[src/rtl/instr_stream_encoder_pkg.sv]
// Shared opcode/funct constants, request kinds and encoder state.
// Also imported by the controller's decoder.
package instr_stream_encoder_pkg;

  typedef enum logic [3:0] {
    K_NOP  = 4'd0,
    K_ADDU = 4'd1,
    K_SUBU = 4'd2,
    K_ORI  = 4'd3,
    K_LW   = 4'd4,
    K_SW   = 4'd5,
    K_BEQ  = 4'd6,
    K_LUI  = 4'd7,
    K_JAL  = 4'd8,
    K_JR   = 4'd9,
    K_LI   = 4'd10
  } kind_e;

  typedef enum logic {
    S_IDLE,
    S_LI_LO
  } state_e;

  localparam logic [5:0] OP_SPECIAL = 6'b000000;
  localparam logic [5:0] OP_ORI     = 6'b001101;
  localparam logic [5:0] OP_LW      = 6'b100011;
  localparam logic [5:0] OP_SW      = 6'b101011;
  localparam logic [5:0] OP_BEQ     = 6'b000100;
  localparam logic [5:0] OP_LUI     = 6'b001111;
  localparam logic [5:0] OP_JAL     = 6'b000011;

  localparam logic [5:0] FN_ADDU = 6'b100001;
  localparam logic [5:0] FN_SUBU = 6'b100011;
  localparam logic [5:0] FN_JR   = 6'b001000;

  function automatic logic [31:0] r_word(
    input logic [4:0] rs,
    input logic [4:0] rt,
    input logic [4:0] rd,
    input logic [5:0] fn
  );
    return {OP_SPECIAL, rs, rt, rd, 5'd0, fn};
  endfunction

  function automatic logic [31:0] i_word(
    input logic [5:0]  op,
    input logic [4:0]  rs,
    input logic [4:0]  rt,
    input logic [15:0] imm
  );
    return {op, rs, rt, imm};
  endfunction

endpackage

[src/rtl/instr_field_pack.sv]
// Combinational word builder: packs fields for one request kind
// and flags requests that cannot be encoded at the given PC.
module instr_field_pack
  import instr_stream_encoder_pkg::*;
(
  input  logic [3:0]  kind,
  input  logic [4:0]  rs,
  input  logic [4:0]  rt,
  input  logic [4:0]  rd,
  input  logic [31:0] imm,
  input  logic [29:0] pcw,
  output logic [31:0] word,
  output logic [31:0] lo_word,
  output logic        two,
  output logic        ok
);

  logic [29:0] npcw;
  logic [29:0] dw;
  logic        aligned;
  logic        off_ok;
  logic        seg_ok;

  // Word-granular arithmetic: offset = target/4 - (PC+4)/4.
  assign npcw    = pcw + 30'd1;
  assign dw      = imm[31:2] - npcw;
  assign aligned = (imm[1:0] == 2'b00);
  assign off_ok  = (dw[29:15] == '0) || (dw[29:15] == '1);
  assign seg_ok  = (imm[31:28] == npcw[29:26]);

  always_comb begin
    word    = '0;
    lo_word = i_word(OP_ORI, rt, rt, imm[15:0]);
    two     = 1'b0;
    ok      = 1'b1;
    case (kind)
      K_NOP:  word = '0;
      K_ADDU: word = r_word(rs, rt, rd, FN_ADDU);
      K_SUBU: word = r_word(rs, rt, rd, FN_SUBU);
      K_JR:   word = r_word(rs, 5'd0, 5'd0, FN_JR);
      K_ORI:  word = i_word(OP_ORI, rs, rt, imm[15:0]);
      K_LW:   word = i_word(OP_LW, rs, rt, imm[15:0]);
      K_SW:   word = i_word(OP_SW, rs, rt, imm[15:0]);
      K_LUI:  word = i_word(OP_LUI, 5'd0, rt, imm[15:0]);
      K_BEQ: begin
        word = i_word(OP_BEQ, rs, rt, dw[15:0]);
        ok   = aligned && off_ok;
      end
      K_JAL: begin
        word = {OP_JAL, imm[27:2]};
        ok   = aligned && seg_ok;
      end
      K_LI: begin
        if (imm[31:16] == 16'd0) begin
          word = i_word(OP_ORI, 5'd0, rt, imm[15:0]);
        end else begin
          word = i_word(OP_LUI, 5'd0, rt, imm[31:16]);
          two  = (imm[15:0] != 16'd0);
        end
      end
      default: ok = 1'b0;
    endcase
  end

endmodule

[src/rtl/instr_stream_encoder.sv]
// Encodes symbolic requests into MIPS words and streams them into
// instruction memory from BASE_PC upward; LI may take two words.
module instr_stream_encoder
  import instr_stream_encoder_pkg::*;
#(
  parameter int          ADDR_W  = 10,
  parameter logic [31:0] BASE_PC = 32'h0000_3000
) (
  input  logic              clk,
  input  logic              reset,
  input  logic              req_valid,
  output logic              req_ready,
  input  logic [3:0]        req_kind,
  input  logic [4:0]        req_rs,
  input  logic [4:0]        req_rt,
  input  logic [4:0]        req_rd,
  input  logic [31:0]       req_imm,
  output logic              im_we,
  output logic [ADDR_W-1:0] im_addr,
  output logic [31:0]       im_wdata,
  output logic [ADDR_W:0]   count,
  output logic              full,
  output logic              err
);

  localparam logic [ADDR_W:0] CAP = {1'b1, {ADDR_W{1'b0}}};
  localparam logic [ADDR_W:0] ONE = {{ADDR_W{1'b0}}, 1'b1};

  state_e      state, next_state;
  logic [29:0] pcw;
  logic [31:0] word, lo_word, pend;
  logic        two, ok;
  logic        fire, reject, accept;

  assign pcw  = BASE_PC[31:2] + 30'(count);
  assign full = (count == CAP);

  instr_field_pack u_pack (
    .kind    (req_kind),
    .rs      (req_rs),
    .rt      (req_rt),
    .rd      (req_rd),
    .imm     (req_imm),
    .pcw     (pcw),
    .word    (word),
    .lo_word (lo_word),
    .two     (two),
    .ok      (ok)
  );

  always_comb begin
    next_state = state;
    req_ready  = (state == S_IDLE);
    fire       = req_valid && req_ready;
    // A two-word LI needs both slots free or nothing is written.
    reject     = fire && (!ok || full || (two && count == CAP - ONE));
    accept     = fire && !reject;
    if (state == S_LI_LO) begin
      next_state = S_IDLE;
    end else if (accept && two) begin
      next_state = S_LI_LO;
    end
  end

  always_ff @(posedge clk) begin
    if (!reset) begin
      state <= S_IDLE;
    end else begin
      state <= next_state;
    end
  end

  always_ff @(posedge clk) begin
    if (!reset) begin
      im_we    <= 1'b0;
      im_addr  <= '0;
      im_wdata <= '0;
      count    <= '0;
      err      <= 1'b0;
      pend     <= '0;
    end else begin
      im_we <= 1'b0;
      if (state == S_LI_LO) begin
        im_we    <= 1'b1;
        im_addr  <= count[ADDR_W-1:0];
        im_wdata <= pend;
        count    <= count + ONE;
      end else if (accept) begin
        im_we    <= 1'b1;
        im_addr  <= count[ADDR_W-1:0];
        im_wdata <= word;
        count    <= count + ONE;
        pend     <= lo_word;
      end
      if (reject) begin
        err <= 1'b1;
      end
    end
  end

endmodule

[config.mk]
export PLATFORM = sky130hd
export DESIGN_NAME = instr_stream_encoder
export DESIGN_NICKNAME = d
export VERILOG_FILES = /design/src/rtl/instr_stream_encoder_pkg.sv /design/src/rtl/instr_field_pack.sv /design/src/rtl/instr_stream_encoder.sv
export SDC_FILE = /design/constraint.sdc
export NUM_CORES = 1
export LEC_CHECK = 0
export CORE_MARGIN = 1.5
export CORE_UTILIZATION = 40
export DETAILED_ROUTE_END_ITERATION = 8
export PLACE_DENSITY = 0.67
export SETUP_SLACK_MARGIN = 0.1
export SLEW_MARGIN = 20
export SYNTH_ARGS = -nofsm -noshare
export SYNTH_HDL_FRONTEND = slang
export SYNTH_SLANG_ARGS = --single-unit
[constraint.sdc]
create_clock -name clk -period 6.3 [get_ports clk]
set_input_delay 1.26 -clock clk [delete_from_list [all_inputs] [get_ports clk]]
set_output_delay 1.26 -clock clk [all_outputs]
set_load 0.005 [all_outputs]
# == Word level (Yosys, flattened, before mapping) ==
# Cells that the tools add are included.
# classes
eq_ne,14
addsub,4
n_bitwise,2
reduce_logical,21
muxes,14
# op_table
op,count
32-bit one-hot mux with 10 select lines,1
32-bit two-way mux,2
30-bit by 14-bit subtractor with 30-bit output,1
28-bit two-way mux,1
11-bit two-way mux,2
10-bit two-way mux,2
"4-bit by 3-bit equality test with 1-bit output, second input constant",4
"4-bit equality test, second input constant",4
16-bit logical NOT,1
16-bit nonzero test,1
"15-bit equality test, second input constant",1
15-bit logical NOT,1
"13-bit by 1-bit adder with 14-bit output, second input constant",1
"12-bit by 11-bit adder with 13-bit output, first input constant",1
"11-bit by 1-bit adder with 11-bit output, second input constant",1
"11-bit by 10-bit equality test with 1-bit output, second input constant",1
"11-bit equality test, second input constant",1
9-bit OR reduction,1
"4-bit by 2-bit equality test with 1-bit output, second input constant",2
1-bit logical AND,7
1-bit two-way mux,5
"4-bit by 1-bit equality test with 1-bit output, second input constant",1
4-bit logical NOT,1
1-bit logical OR,3
7 further kinds,9
# totals
output_inout_bits,57
elab_cells,62
in_bits,54
regBits,83

# == Depth between registers and ports, before layout ==
# logic_depth
depth_word,15
ltp_mapped,17
mapped_depth_nobuf,15

# == Cells and area by module ==
# From an unflattened synthesis, not the netlist that was laid out.
# hier_totals
cells_unflattened,978
area_unflattened_um2,7208.2
# by_module_without_submodules
module,area_per_inst_um2,cells_each,n_inst,seq_area_each_um2
instr_stream_encoder,3747.3,463,1,1761.7
instr_field_pack,3460.8,515,1,0.0

# == Worst setup path before layout ==
# Ideal clock, no wire load.
# synth_path
path_type,input-to-reg
from,input port req_imm[12]
to,register im_wdata[15]
setup_slack_ns,1.693
arrival_ns,4.485
setup_time_ns,0.122
path_buffers,3
stages,17
t_required_ns,6.178
cell_sequence,inv_1 > ha_1 > inv_1 > ha_1 > a21oi_1 > o21a_1 > clkbuf_1 > o21ai_0 > or4_1 > a221oi_1 > nand4_1 > o21bai_2 > a211oi_1 > and2_1 > buf_6 > buf_6 > a221o_1
# synth_via
elab_chain_len,12
elab_cells_between_ends,20
classes_between,1 x add/sub; 1 x eq/ne; 6 x mux; 12 x reduce/logical
# synth_rtl
element,line,rtl
"start, declared",instr_stream_encoder.sv:17,"input logic [31:0] req_imm,"
30-bit by 14-bit subtractor with 30-bit output,instr_field_pack.sv:26,assign dw = imm[31:2] - npcw;
15-bit equality test / 15-bit logical NOT (equally long branches),instr_field_pack.sv:28,assign off_ok = (dw[29:15] == '0) || (dw[29:15] == '1);
1-bit logical OR,instr_field_pack.sv:28,
1-bit logical AND,instr_field_pack.sv:47,ok = aligned && off_ok;
1-bit one-hot mux with 3 select lines,instr_field_pack.sv:36,case (kind)
1-bit logical NOT,instr_stream_encoder.sv:56,reject = fire && (!ok || full || (two && count == CAP - ONE));
1-bit logical OR (2 in a row),instr_stream_encoder.sv:56,
1-bit logical AND,instr_stream_encoder.sv:56,
1-bit logical NOT,instr_stream_encoder.sv:57,accept = fire && !reject;
1-bit logical AND,instr_stream_encoder.sv:57,
2-bit nonzero test (no source line),--,
"end signal, assigned",instr_stream_encoder.sv:86,im_wdata <= pend;
"end signal, assigned",instr_stream_encoder.sv:91,im_wdata <= word;
"end, declared",instr_stream_encoder.sv:20,"output logic [31:0] im_wdata,"
# Parallel ways exist; a longest one is shown, timed or not. The select of a mux whose other input is x is not followed.
# A chain may end at the register's enable or synchronous reset.

# == Final worst setup path ==
# layout_path
from,input port req_imm[12]
to,register im_wdata[9]
# layout_via
elab_chain_len,12
elab_cells_between_ends,17
classes_between,1 x add/sub; 1 x eq/ne; 3 x mux; 12 x reduce/logical
# layout_rtl
element,line
30-bit by 14-bit subtractor with 30-bit output,instr_field_pack.sv:26
15-bit equality test / 15-bit logical NOT (equally long branches),instr_field_pack.sv:28
1-bit logical OR,instr_field_pack.sv:28
1-bit logical AND,instr_field_pack.sv:47
1-bit one-hot mux with 3 select lines,instr_field_pack.sv:36
1-bit logical NOT,instr_stream_encoder.sv:56
1-bit logical OR,instr_stream_encoder.sv:56
1-bit logical OR *,instr_stream_encoder.sv:56
1-bit logical AND *,instr_stream_encoder.sv:56
1-bit logical NOT *,instr_stream_encoder.sv:57
1-bit logical AND *,instr_stream_encoder.sv:57
2-bit nonzero test (no source line) *,--
# Every way passes the cells marked *; elsewhere a longest branch is shown, timed or not.

==> impl_metrics.csv <==
group,metric,value,unit
pwr,power_frac_seq,39.2,%
critical_path,critical_path_class,"primary input to flop",
synth,synth_area_leader_cell,"dfxtp_1",
die,dieArea,14000,um^2
timing,period_minus_slack,5.52,ns
critical_path,worst-path-stages,17,
timing,fin_skew,0.00484,ns
min_path,hold_class,"flop to flop",
pwr,switchingPower,396,uW
critical_path,crit_fanout,36,
timing,tightest_slew,1.05,ns
critical_path,cp-start-kind,"primary input",
min_path,min_from,"im_wdata[29]",
critical_path,cp_cell_sequence,"clkdlybuf4s50_1 > inv_1 > ha_1 > inv_1 > ha_1 > a21oi_1 > o21a_1 > o21ai_0 > or4_1 > a221oi_1 > nand4_1 > o21bai_2 > o211ai_1 > buf_12 > nor2_1 > buf_4 > a221o_1",
place,port_buffers,109,
detailed_routing,wl_per_cell,20.7,um
finish,area_growth,29.4,%
detailed_routing,maxUsedRoutingLayer,"met4",
synth,ys.flop_type,"dfxtp_1",
timing,setup_viol,0,
finish,num_antenna_cells,0,
timing,fin_ws,0.775,ns
detailed_routing,dr_wl_met2,8920,um
run_status,status,"finished clean",
critical_path,required,6.59,ns
critical_path,rrSetupSlack,1.78,ns
critical_path,reg2regPathDepth,16,
timing,period_share,87.7,%
clock_network,clkLatencyLatePin,0.35,ns
grt,grt_overflow,0,
pwr,clkPwrFrac,36.8,%
synth,synth-edff-count,0,
clock_network,numCtsBuffers,9,
timing,rsz0062_at_grt,"false",
synth,netlist.area_leader.share,28.9,%
pwr,comb_power_share,24.0,%
detailed_routing,wl_met3,1340,um
die,fp.dieW,118,um
synth,syn_inst,652,
synth,syn_nets,732,
clock_network,htreeDepth,3,
place,preCtsSetupSlack,0.452,ns
grt,track_usage,27.4,%
synth,synthTopCellsByArea,"dfxtp_1, mux2i_1, a221o_1",
finish,drive_gt1_share,6.75,%
detailed_routing,wl,19200,um
synth,ys_seq_elements,77,
grt,grt_max_degree,49,
clock_network,post_cts_buffers,0,
pwr,leakagePower,0.00270,uW
detailed_routing,drc,0,
critical_path,crit_slowest_cell,"clkdlybuf4s50_1",
place,gp_congestion,0.931,
critical_path,cp-end-kind,"flop",
finish,fin_nets,830,
grt,antenna_found_initial,0,
synth,ys_async_sr_fraction,0,%
clock_network,cts_resized,0,
detailed_routing,ant_nets,0,
clock_network,cts_buffer_depth,2,
die,core_area,12800,um^2
timing,hold_viol,0,
clock_network,cts_hold_buf,0,
critical_path,cp_slowest_stage_delay,0.62,ns
min_path,hold_depth,2,
die,die_y,118,um
finish,layout_common_cells,"clkdlybuf4s50_1, dfxtp_1, nor2_1",
clock_network,clkSlewWorstSetupHoldPaths,0.06,ns
min_path,hold_end,"im_wdata[29]",
timing,drv_slew,0,
clock_network,clock_sinks,77,
critical_path,rr_endpoint,"count[10]",
flow_run,maxCapViolations,0,
timing,whs,0.453,ns
die,start_util,41.5,%
critical_path,r2r_start,"count[1]",
timing,maxSlewHeadroom,29.5,%
pwr,vdd_drop_max,0.135,mV
pwr,p_per_area,191,nW/um^2
die,num_rows,41,
synth,synth.avg_cell_area,8.17,um^2
detailed_routing,vias,5711,
detailed_routing,drt_iter0_markers,618,
critical_path,cp_num_buf_inv,5,
timing,fmax,0.181,GHz
synth,syn_area,5330,um^2
place,dpl.hpwl,14200,um
timing,setup_tns,0,ns
critical_path,path_delay_family,"compound AO/OA/AOI/OAI gates",
clock_network,root_buffer,"clkbuf_16",
synth,synth-seq-area-share,28.9,%
pwr,swShare,30.1,%
die,ios,111,
grt,grt_pass1_wl,30300,um
detailed_routing,wl_met1,8540,um
critical_path,cp_data_arrival_time,5.82,ns
pwr,p_int,919,uW
grt,grt_pass1_vias,5493,
detailed_routing,drtPass1Iterations,5,
clock_network,cts_tree,"done",
synth,ys_types,65,
finish,final_common_cell,"clkdlybuf4s50_1",
finish,fillers,1246,
synth,ys_warn_count,0,
detailed_routing,vias_per_cell,6.16,
metrics by stage:
stage,cells,total power (uW),util (%),instance area [um^2]
2_1_floorplan,652,705,-,5330
3_3_place_gp,911,832,51.6,6620
3_5_place_dp,911,835,51.6,6620
4_1_cts,927,1320,53.7,6890
5_1_grt,927,1370,53.7,6890
6_report,927,1310,53.7,6890
final cells by class:
type	count	area, um^2	share of cell area [%]
multi-input cells	498	3460	50.3
flip-flops and latches	77	1540	22.4
repair buffers	133	1280	18.6
clock buffers	13	250	3.63
well taps	172	215	3.12
inverters	31	116	1.69
clock inverters	3	21.3	0.309
how the worst max path moves through the flow:
stage               slack [ns]        start           end
floorplan                 1.69  req_imm[12]  im_wdata[15]
global placement          0.42  req_imm[12]     count[10]
detailed placement        0.45  req_imm[12]  im_wdata[31]
CTS                       0.81  req_imm[12]  im_wdata[31]
global route              0.51  req_imm[12]  im_wdata[31]
finish                    0.78  req_imm[12]   im_wdata[9]
logic make-up after synthesis:
| family | after synthesis | synth area share (%) |
|---|---|---|
| and+or+nand+nor | 221 | 21.8 |
| other | 1 | 0.0704 |
| DFF | 77 | 28.9 |
| muxes | 38 | 7.21 |
| AOI/OAI and AO/OA | 194 | 26.5 |
| adders and majority gates | 26 | 6.25 |
| xor gates and xnor gates | 18 | 2.96 |
| buffers and inverters | 77 | 6.25 |
flip-flops by register name, summed over array words and instances (netlist names):
name	cells
im_we	1
err	1
state	1
count	11
im_wdata	31
pend	22
im_addr	10
power by group through the flow:
stage	clock network, uW	logic [uW]	registers [uW]
after global placement	0	307	526
after detailed placement	0	309	526
after global routing	516	340	518
after floorplan	0	181	524
final	484	315	516
after CTS	497	311	515
per-layer routing:
layer	GRT usage (%)	vias up
li1	-	2686
met1	36.5	2720
met2	44.5	274
met3	4.73	31
met4	9.86	0
met5	0	-
cells in the mapped netlist, drive strengths merged (3+ instances only):
| cell type | number |
|---|---|
| dfxtp | 77 |
| nor2 | 58 |
| a21oi | 44 |
| mux2i | 35 |
| nand2 | 35 |
| o21ai | 33 |
| a221o | 32 |
| clkbuf | 31 |
| inv | 31 |
| ha | 25 |
| nor3 | 23 |
| and3 | 20 |
| nor4 | 16 |
| buf | 15 |
| a22oi | 14 |
| nand3 | 12 |
| or3 | 12 |
| or4 | 10 |
| xor2 | 10 |
| nand4 | 9 |
| a21o | 8 |
| a222oi | 8 |
| xnor2 | 8 |
| o211ai | 7 |
| o221ai | 7 |
| a211oi | 6 |
| nand2b | 6 |
| o31ai | 5 |
| a31oi | 4 |
| nor2b | 4 |
| and2 | 3 |
| mux2 | 3 |
| nand3b | 3 |
| o2111ai | 3 |
| o21bai | 3 |
worst reg2reg max path, delay by kind of cell (launching register included):
kind | cells | cell delay [ns]
buf+inv | 3 | 0.46
flops | 1 | 0.43
simple gates | 3 | 0.83
fa+ha+maj | 3 | 0.92
compound gates | 7 | 1.81
Note: power is estimated with default switching activity, not from simulation.
==> patch 1, RTL diff (config.mk and constraints unchanged) <==
Change the parameter `ADDR_W` from 10 to 9.
--- a/src/rtl/instr_stream_encoder.sv
+++ b/src/rtl/instr_stream_encoder.sv
@@ -4,5 +4,5 @@
   import instr_stream_encoder_pkg::*;
 #(
-  parameter int          ADDR_W  = 10,
+  parameter int          ADDR_W  = 9,
   parameter logic [31:0] BASE_PC = 32'h0000_3000
 ) (
Ports: changed (resized count and im_addr); port bits go from 111 to 109. No check against the original RTL was run, so the function may have changed too.
==> patch 1 against the unedited design <==
Highest routed layer unchanged. Area after synthesis shrank 4.5%. Cell area fell by 4.0%. Setup slack worse by 0.066 ns. Wire length down 6.1%. Power up 0.92%. Non-clock buffer count shrank 7. Sequential cell count fell by 2. Critical endpoint is now state$_SDFF_PP0_.
==> patch 1: results (changes against the unedited design) <==
[power]
comb_power_share_pct=24.7  ; +0.7 points
power.ir.vdd_worst_uv=108  ; -20%
cell_internal_pwr_w=0.000926  ; +0.83%
comb_cell_power_w=0.000327  ; +4%
leakagePower_nw=2.46  ; -8.8%

[layout]
nets=795  ; -4.2%
biggestRegsByFlops=im_wdata x31, pend x22, count x10
multiInputCombCellCount=482  ; -3.2%
clkCellAreaFrac_pct=4.26  ; +0.32 points
drive_gt1_share_pct=6.11  ; -0.64 points
fraction_of_standard_cell_area_in_multi_input_logic_pct=50.1  ; -0.20 points
clock_buffer_count=11  ; -2
final.signal_inverter_count=21  ; -32%
utilization_pct=52.8  ; -0.90 points
n_sequential_cell=75  ; -2.6%
area.share.sequential_pct=22.7  ; +0.33 points
layout.buffer.nonclock.area_share_pct=18.5  ; -0.088 points
final.fill_count=1189  ; -4.6%
buffers_excl_clock=126  ; -5.3%

[place]
dp_cells=876  ; -3.8%
post_dp_cell_area_um2=6330  ; -4.3%
detailedPlacementHpwl_um=13700  ; -3.6%
io_buffers=107  ; -1.8%
globalplace.congestion=0.944  ; +1.4%

[detailed_routing]
met3RoutedLength_um=1350  ; +0.97%
wirelength_um=18000  ; -6.1%
routed-wl-met2_um=8280  ; -7.1%
num_vias=5251  ; -8.1%
avgViaCountPerCell=5.89  ; -4.4%
met1_wire_length_um=7710  ; -9.7%
1st_iter_drt_viols=565  ; -8.6%
drt-pass1-iter-count=6  ; +1

[synthesis]
ys_top_cells_by_area=dfxtp_1 (30%), mux2i_1 (7.5%), ha_1 (6.2%), a211oi_1 (5.0%), nor2_1 (4.9%)
synthesized_area_fraction_occupied_by_ao_oa_aoi_and_oai_cells_pct=23.1  ; -3.4 points
synthXorXnorAreaFrac_pct=4.82  ; +1.9 points
synth_mux_area_share_pct=7.70  ; +0.49 points
postSynthNetCount=703  ; -4.0%
synth.lib_cells_used.distinct=62  ; -4.6%
synth_sequential_area_ratio_pct=29.5  ; +0.59 points
post_synth_fa_ha_maj_area_fraction_pct=6.55  ; +0.30 points

[floorplan]
floorplan.die.width_um=116  ; -2.2%

[grt]
number_of_global_route_vias_before_repair=5122  ; -6.8%
met3_usage_pct=6.22  ; +1.5 points
grt_usage_pct=27.8  ; +0.37 points
gr-usage-met2_pct=45.0  ; +0.42 points
largest_net_degree_at_the_start_of_global_routing=51  ; +4.1%
global_route_wire_length_before_repair_um=28200  ; -6.8%

[setup_path]
critical-path-max-stage-delay_ns=0.59  ; -0.03 ns
worst_ep_arrival_time_ns=5.86  ; +0.04 ns
cp_top_family=simple AND/OR/NAND/NOR gates
worstPathMaxFanout=50  ; +39%

[sta]
skew_ns=0.00814  ; +0.00330 ns
relSlewSlack_pct=40.7  ; +11 points

[outcome]
result_of_the_run=finished, final reports clean

==> patch 1: changes by cell type in the layout (fill, tap and decap cells not counted), moves of 7 or more <==
cell      unedited run  this run
xnor2_1              8        17
nor2_1              58        67
nor2b_1              4        25
a22oi_1             14         7
o21ai_0             33        17
and3_1              20         9
or3_1               12         5
nand2_1             34        44
a211oi_1             5        34
inv_1               31        21
a221o_1             32         3
a22o_1               0         9
a21oi_1             44        26
or4_1               10         1
==> patch 1: worst paths after layout <==
check | from | end | slack, ns | depth (start not counted)
min reg2reg | err$_SDFFE_PN0P_ | err$_SDFFE_PN0P_ | 0.47 | 1
max | req_imm[10] | state$_SDFF_PP0_ | 0.71 | 14
min | err$_SDFFE_PN0P_ | err$_SDFFE_PN0P_ | 0.47 | 1
max reg2reg | count[1]$_SDFFE_PN0P_ | state$_SDFF_PP0_ | 1.63 | 16
==> patch 2, RTL diff (same settings) <==
Without the edit above. Register the output `count` once more, with the module's reset; this adds one clock of latency there. The other outputs are not delayed to match.
--- a/src/rtl/instr_stream_encoder.sv
+++ b/src/rtl/instr_stream_encoder.sv
@@ -27,4 +27,6 @@
   localparam logic [ADDR_W:0] ONE = {{ADDR_W{1'b0}}, 1'b1};
 
+  logic [ADDR_W:0] count_s0;
+
   state_e      state, next_state;
   logic [29:0] pcw;
@@ -33,6 +35,6 @@
   logic        fire, reject, accept;
 
-  assign pcw  = BASE_PC[31:2] + 30'(count);
-  assign full = (count == CAP);
+  assign pcw  = BASE_PC[31:2] + 30'(count_s0);
+  assign full = (count_s0 == CAP);
 
   instr_field_pack u_pack (
@@ -54,5 +56,5 @@
     fire       = req_valid && req_ready;
     // A two-word LI needs both slots free or nothing is written.
-    reject     = fire && (!ok || full || (two && count == CAP - ONE));
+    reject     = fire && (!ok || full || (two && count_s0 == CAP - ONE));
     accept     = fire && !reject;
     if (state == S_LI_LO) begin
@@ -76,5 +78,5 @@
       im_addr  <= '0;
       im_wdata <= '0;
-      count    <= '0;
+      count_s0 <= '0;
       err      <= 1'b0;
       pend     <= '0;
@@ -83,12 +85,12 @@
       if (state == S_LI_LO) begin
         im_we    <= 1'b1;
-        im_addr  <= count[ADDR_W-1:0];
+        im_addr  <= count_s0[ADDR_W-1:0];
         im_wdata <= pend;
-        count    <= count + ONE;
+        count_s0 <= count_s0 + ONE;
       end else if (accept) begin
         im_we    <= 1'b1;
-        im_addr  <= count[ADDR_W-1:0];
+        im_addr  <= count_s0[ADDR_W-1:0];
         im_wdata <= word;
-        count    <= count + ONE;
+        count_s0 <= count_s0 + ONE;
         pend     <= lo_word;
       end
@@ -99,4 +101,12 @@
   end
 
+  always_ff @(posedge clk) begin
+    if (!reset) begin
+      count <= '0;
+    end else begin
+      count <= count_s0;
+    end
+  end
+
 endmodule
 
Formal check against the unedited RTL: not equivalent (a bounded check fails within 4 cycles, from zero or initial values and one cycle with reset low).
==> patch 2 against the unedited design <==
Sequential cell count up 11. First-iteration DRC count fell by 3.1%. Largest cell class unchanged. Critical path type unchanged. Sequential share of layout area grew 2.3 points. Wire length increased by 1.8%. Area after synthesis is 4.0% higher. Cell area grew 3.7%. Cell count up 0.54%. Setup slack lost 0.12 ns. Power is 15% higher. Largest power group unchanged.
==> patch 2: results (changes against the unedited design) <==
[place]
globalplace.congestion=0.960  ; +3.2%
pre_cts_setup_slack_ns=0.330  ; -0.122 ns
detailedPlacementHpwl_um=14800  ; +3.7%
dp_cells=916  ; +0.55%

[outcome]
result_of_the_run=finished, final reports clean

[detailed_routing]
wirelength_um=19500  ; +1.8%
avgViaCountPerCell=6.07  ; -1.4%
1st_iter_drt_viols=599  ; -3.1%

[grt]
grt_usage_pct=27.3  ; -0.11 points
largest_net_degree_at_the_start_of_global_routing=46  ; -6.1%

[layout]
nets=831  ; +0.12%
final.fill_count=1263  ; +1.4%
biggestRegsByFlops=im_wdata x31, pend x22
drive_gt1_share_pct=7.28  ; +0.52 points
fin_cells=932  ; +0.54%

[setup_path]
crit_start=req_imm[3]
critPathCapture=count_s0[5]$_SDFFE_PN0P_
critical-path-max-stage-delay_ns=0.59  ; -0.03 ns
worst-r2r-cell-count=15  ; -1
regToRegSetupSlack_ns=1.50  ; -0.28 ns
worst_ep_arrival_time_ns=5.88  ; +0.06 ns
worstPathMaxFanout=8  ; -78%
critical_path.reg2reg.startpoint=count_s0[1]$_SDFFE_PN0P_

[synthesis]
synth_sequential_area_ratio_pct=31.8  ; +2.9 points
postSynthNetCount=738  ; +0.82%
ys_top_cells_by_area=dfxtp_1 (32%), mux2i_1 (8.7%), ha_1 (5.6%), nor2_1 (4.8%), a211oi_1 (3.7%)
synth.cells.most_frequent=dfxtp_1 (88), nor2_1 (71), mux2i_1 (48)
synth.lib_cells_used.distinct=75  ; +15%
synthCells=658  ; +0.92%

[sta]
skew_ns=0.00852  ; +0.00368 ns
tightest_slew_ns=1.12  ; +0.0694 ns
min_period_ns=5.64  ; +0.120 ns

[power]
power.ir.vdd_worst_uv=137  ; +1.6%
leakagePower_nw=2.64  ; -2.1%

## patch 2: tightest hold or removal path: stages, from the launching register on
cell and delay, ns:
dfxtp_1 0.31, nand3_1 0.06, a21oi_1 0.05
## patch 2: per-stage QoR
stage	util, %	total power [W]	area (µm²)
after floorplan	-	0.000785	5540
final	53.3	0.00151	7150
after CTS	53.3	0.00151	7150
after global placement	50.9	0.000923	6820
after global routing	53.3	0.00157	7150
after detailed placement	50.9	0.000927	6820
## patch 2: cell families after synthesis
kind of cell,after synthesis,synth area share [%]
simple gates,204,18.5
flops,88,31.8
compound gates,181,23.5
buf+inv,77,5.76
xor+xnor,22,3.48
other cells,1,0.0677
mux,59,10.9
fa+ha+maj,26,6.01
## patch 2: area by class of cell
type                    instances  area (µm²)  area share [%]
flip-flops and latches         88        1760            24.7
well taps                     176         220            3.08
multi-input cells             493        3470            48.5
repair buffers                131        1270            17.7
clock inverters                 7        98.8            1.38
clock buffers                   9         225            3.15
inverters                      28         105            1.47
## patch 2: worst min path at each step
stage / endpoint / from / slack, ns
floorplan: pend[26]$_SDFFE_PN0P_ / pend[26]$_SDFFE_PN0P_ / 0.45
global placement: im_addr[1]$_SDFFE_PN0P_ / im_addr[1]$_SDFFE_PN0P_ / 0.46
detailed placement: im_addr[4]$_SDFFE_PN0P_ / im_addr[4]$_SDFFE_PN0P_ / 0.46
CTS: im_addr[4]$_SDFFE_PN0P_ / im_addr[4]$_SDFFE_PN0P_ / 0.47
global route: im_addr[4]$_SDFFE_PN0P_ / im_addr[4]$_SDFFE_PN0P_ / 0.50
finish: im_addr[4]$_SDFFE_PN0P_ / im_addr[4]$_SDFFE_PN0P_ / 0.46
## patch 2: metal layers
| metal | global-route usage, % | share of wire (%) |
|---|---|---|
| met4 | 9.04 | 2.2 |
| met1 | 35.7 | 44 |
| met2 | 44.6 | 47 |
| met3 | 5.90 | 7.0 |
| met5 | 0 | 0 |
## patch 2: where the power goes
part / total [W] / leakage (nW) / internal (W) / switching [W]
clock: 0.000587 / 0.157 / 0.000351 / 0.000236
sequential: 0.000597 / 0.716 / 0.000582 / 0.0000149
combinational: 0.000324 / 1.77 / 0.000146 / 0.000177
